===== src/rtl/fetch_unit.sv =====
// fetch_unit: instruction fetch stage with PC register, combinational imem read and a small tagged fetch buffer
// Ports:
//   clk, rst_n                  clock, synchronous active-low reset
//   imem_addr / imem_rdata      instruction memory address (= PC) and same-cycle read data
//   redirect_valid/redirect_pc  execute redirect; a misaligned target flushes and halts fetch
//   dec_valid/dec_ready         decode handshake on the buffer head
//   dec_instr/dec_pc            head instruction word and its PC
//   misalign_err                sticky flag set by a misaligned redirect target
module fetch_unit #(
    parameter logic [31:0] RESET_PC   = 32'h00000000,
    parameter int          FIFO_DEPTH = 2
) (
    input  logic        clk,
    input  logic        rst_n,
    output logic [31:0] imem_addr,
    input  logic [31:0] imem_rdata,
    input  logic        redirect_valid,
    input  logic [31:0] redirect_pc,
    output logic        dec_valid,
    input  logic        dec_ready,
    output logic [31:0] dec_instr,
    output logic [31:0] dec_pc,
    output logic        misalign_err
);
    localparam int AW = $clog2(FIFO_DEPTH);
    localparam int CW = AW + 1;
    localparam logic [CW-1:0] DEPTH_C = CW'(FIFO_DEPTH);

    typedef enum logic {RUN, HALT} state_t;

    state_t        state_q, state_d;
    logic [31:0]   pc_q, pc_d;
    logic [CW-1:0] cnt_q, cnt_d;
    logic [AW-1:0] wp_q, wp_d, rp_q, rp_d;
    logic          err_q, err_d;
    logic [63:0]   fifo_q [FIFO_DEPTH];
    logic [63:0]   fifo_d [FIFO_DEPTH];
    logic          run, redir, mis, pop, push;

    assign imem_addr    = pc_q;
    assign dec_valid    = cnt_q != '0;
    assign dec_pc       = fifo_q[rp_q][63:32];
    assign dec_instr    = fifo_q[rp_q][31:0];
    assign misalign_err = err_q;

    always_comb begin
        run   = state_q == RUN;
        redir = run & redirect_valid;
        mis   = redir & (redirect_pc[1:0] != 2'b00);
        pop   = dec_valid & dec_ready;
        // Redirect outranks push; a pop still frees a slot for this cycle's push.
        push  = run & ~redirect_valid & ((cnt_q < DEPTH_C) | pop);
        pc_d    = (redir & ~mis) ? redirect_pc : push ? pc_q + 32'd4 : pc_q;
        cnt_d   = redir ? '0 : cnt_q + CW'(push) - CW'(pop);
        wp_d    = redir ? '0 : push ? wp_q + AW'(1) : wp_q;
        rp_d    = redir ? '0 : pop ? rp_q + AW'(1) : rp_q;
        state_d = mis ? HALT : state_q;
        err_d   = err_q | mis;
        fifo_d  = fifo_q;
        if (push) fifo_d[wp_q] = {pc_q, imem_rdata};
    end

    always_ff @(posedge clk) begin
        if (!rst_n) begin
            state_q <= RUN;
            pc_q    <= RESET_PC;
            cnt_q   <= '0;
            wp_q    <= '0;
            rp_q    <= '0;
            err_q   <= 1'b0;
        end else begin
            state_q <= state_d;
            pc_q    <= pc_d;
            cnt_q   <= cnt_d;
            wp_q    <= wp_d;
            rp_q    <= rp_d;
            err_q   <= err_d;
        end
    end

    // Buffer payload needs no reset: it is only visible while dec_valid is high.
    always_ff @(posedge clk) fifo_q <= fifo_d;
endmodule


===== config.mk =====
export PLATFORM = sky130hd
export DESIGN_NAME = fetch_unit
export DESIGN_NICKNAME = d
export VERILOG_FILES = /design/src/rtl/fetch_unit.sv
export SDC_FILE = /design/constraint.sdc
export NUM_CORES = 1
export LEC_CHECK = 0
export ABC_AREA = 1
export ABC_CLOCK_PERIOD_IN_PS = 5600
export BUFFER_PORTS_ARGS = -buffer_cell sky130_fd_sc_hd__buf_2
export CAP_MARGIN = 40
export CORE_MARGIN = 1.5
export CORE_UTILIZATION = 40
export CTS_CLUSTER_DIAMETER = 150
export DETAILED_ROUTE_END_ITERATION = 6
export PLACE_DENSITY = 0.66
export SLEW_MARGIN = 20
export SYNTH_ARGS = -nofsm -noshare
export SYNTH_HDL_FRONTEND = slang
export SYNTH_SLANG_ARGS = --single-unit

===== constraint.sdc =====
create_clock -name clk -period 5.6 [get_ports clk]
set_input_delay 0.84 -clock clk [delete_from_list [all_inputs] [get_ports clk]]
set_output_delay 0.84 -clock clk [all_outputs]
set_load 0.05 [all_outputs]

==> results.cfg <==
[detailed_routing]
postRouteAntennaNets = 0
wl_per_cell_um = 14.1
routed_wl_um = 16700
drtIter0Drc = 330
num_vias = 5568
viasPerCell = 4.70
first_pass_iters = 5
drc_errors = 0

[logic_synthesis]
synth_area_leaders = edfxtp_1 (53%), nand2_1 (17%), dfxtp_1 (10%), nand3_1 (3.3%), inv_1 (2.9%)
yosysMostFrequentCell = nand2_1
synth_edf_count = 128
ys_async_sr_fraction_pct = 0
ys_seq_elements = 166
synth_flop_cell = edfxtp_1
synthesis.nets = 848
yosysWarnings = 0
syn-cell-area_um2 = 7270
synth_top_area_cell = edfxtp_1
yosysSeqAreaShare_pct = 63.4
yosysUniqueCellTypes = 35
ys_top_cells_by_count = nand2_1 (334), edfxtp_1 (128), inv_1 (56)
synthCells = 778
synth_top_area_share_pct = 52.9
avgSynthCellArea_um2 = 9.34

[setup_path]
cp_cell_sequence = inv_2 > buf_4 > nand2_1 > nand2_1 > buf_2
end_kind = output port
max_stage_delay_ns = 0.51
worstSetupPathType = flop to output port
cp_max_fo = 47
startpoint_type = flop
r2r_cells = 9
worstPathArrival_ns = 1.98
crit_top_cell = nand2_1
required_ns = 4.76
slowest_stage = buf_4

[timing]
setup_viol = 0
clock.fmax_mhz = 355
hold_violations = 0
whs_ns = 0.455
fin_crit_ns = 2.82
finalClockSkew_ns = 0.0163
finalCritPeriodShare_pct = 50.3
slew_headroom_pct = 53.0
rsz0062_at_grt = no
worst-slew-pin-transition_ns = 0.705
fin_ws_ns = 2.78
setup_tns_ns = 0
slew_violations = 0

[global_route]
grt_pass1_vias = 4825
use_met1_pct = 24.1
grt_use_met2_pct = 27.3
antenna_found_initial = 0
met3_usage_pct = 4.30
grt.busiest_layer = met2
grt_max_degree = 66
grt_pass1_wl_um = 25300
grt_overflow = 0
grt_use_total_pct = 17.7

[run_status]
status = completed

[clocking]
cts_made_buffers = 17
htreeDepth = 4
clk_path_buf_depth = 2
ctsResizeCount = 0
clk_pin_slew_worst_paths_ns = 0.07
root_buffer = clkbuf_16
cts_tree = done
clock_latency_ns = 0.42
postCtsSetupBuffers = 0
cts.sink_count = 166
cts.hold.buffers_added = 0

[placement]
dp_hpwl_um = 11400
place.gp.congestion = 0.871
portBuffers = 165
post-place-ws_ns = 2.60
placed_cells = 1150

[min_path]
holdPathStages = 2
hold_path.class = flop to flop

[die]
rows = 49
initial_core_util_pct = 40.6
fp.coreArea_um2 = 17900
die_w_um = 138
dieArea_um2 = 19000
fp.dieH_um = 138
io_pins = 166

[layout]
area_growth_pct = 23.3
diodes = 0
nets = 1012
drive_gt1_share_pct = 24.9
layoutNonFillerInstCount = 1184

[power_and_ir_drop]
power_leakage_nw = 3.86
p_per_area_nw_per_um2 = 343
peakVddDrop_v = 0.000209

[run]
drv_cap = 0
state kept, by name, indices dropped and copies added, names as in the netlist:
| name | flops |
|---|---|
| state_q | 1 |
| fifo_q | 128 |
| cnt_q | 2 |
| rp_q | 1 |
| misalign_err | 1 |
| wp_q | 1 |
| imem_addr | 32 |
kinds of logic after synthesis:
kind of cell	after synthesis	share of synthesized area, %
DFF	166	63.4
and+or+nand+nor	466	26.8
AOI/OAI and AO/OA	53	4.15
adders and majority gates	2	0.344
xor gates and xnor gates	2	0.241
buffers and inverters	89	5.10
power breakdown:
part           leakage (nW)  internal [mW]  switching, mW
sequential             1.53           1.40         0.0334
combinational          2.04          0.108          0.369
clock                 0.293          0.726          0.440
layout by cell type (no fill, tap or decap), types with 3 or more instances in the layout:
cell type,synthesis,routed
clkbuf_16,0,17
buf_2,5,165
a31oi_1,4,4
nor2_4,6,8
nor2_2,8,8
a21oi_1,19,19
dfxtp_1,38,37
o21ai_0,17,17
edfxtp_1,128,128
nand2_2,8,8
buf_4,4,6
nor3_1,6,6
nand4_1,3,3
bufinv_16,0,3
clkinv_2,0,3
nand2_1,334,334
nand3_1,48,48
clkbuf_1,13,5
nor2_1,47,45
inv_1,56,55
o211ai_1,5,5
inv_2,4,5
area by class of cell:
type | count | area [um^2]
well taps | 229 | 287
inverters | 60 | 225
flip-flops and latches | 166 | 4610
repair buffers | 174 | 941
fillers | 1677 | 8940
clock buffers | 24 | 472
multi-input cells | 523 | 2310
clock inverters | 8 | 123
through the flow:
stage               utilization [%]  power (mW)  area, um^2
floorplan                         -        1.80        7270
global placement               46.3        1.93        8300
detailed placement             46.5        1.93        8320
CTS                            49.8        3.09        8920
global route                   50.0        3.19        8960
finish                         50.0        3.07        8960
critical path: cells and delay by family (launching register included):
family | cells | cell delay [ns]
buf+inv | 3 | 1.04
flops | 1 | 0.32
simple gates | 2 | 0.19
metal layers:
metal	routed length (um)	vias up
met1	7640	2503
met3	1170	25
met2	7630	177
met5	0	-
li1	-	2863
met4	258	0
path summary, 6_finish.rpt:
kind / slack (ns) / from / to
worst min register to register: 0.45 / misalign_err / misalign_err
worst max-delay path: 2.78 / rp_q / dec_pc[30]
worst max register to register: 3.34 / cnt_q[1] / cnt_q[1]
worst min-delay path: 0.45 / misalign_err / misalign_err
Note: power is estimated with default switching activity, not from simulation.
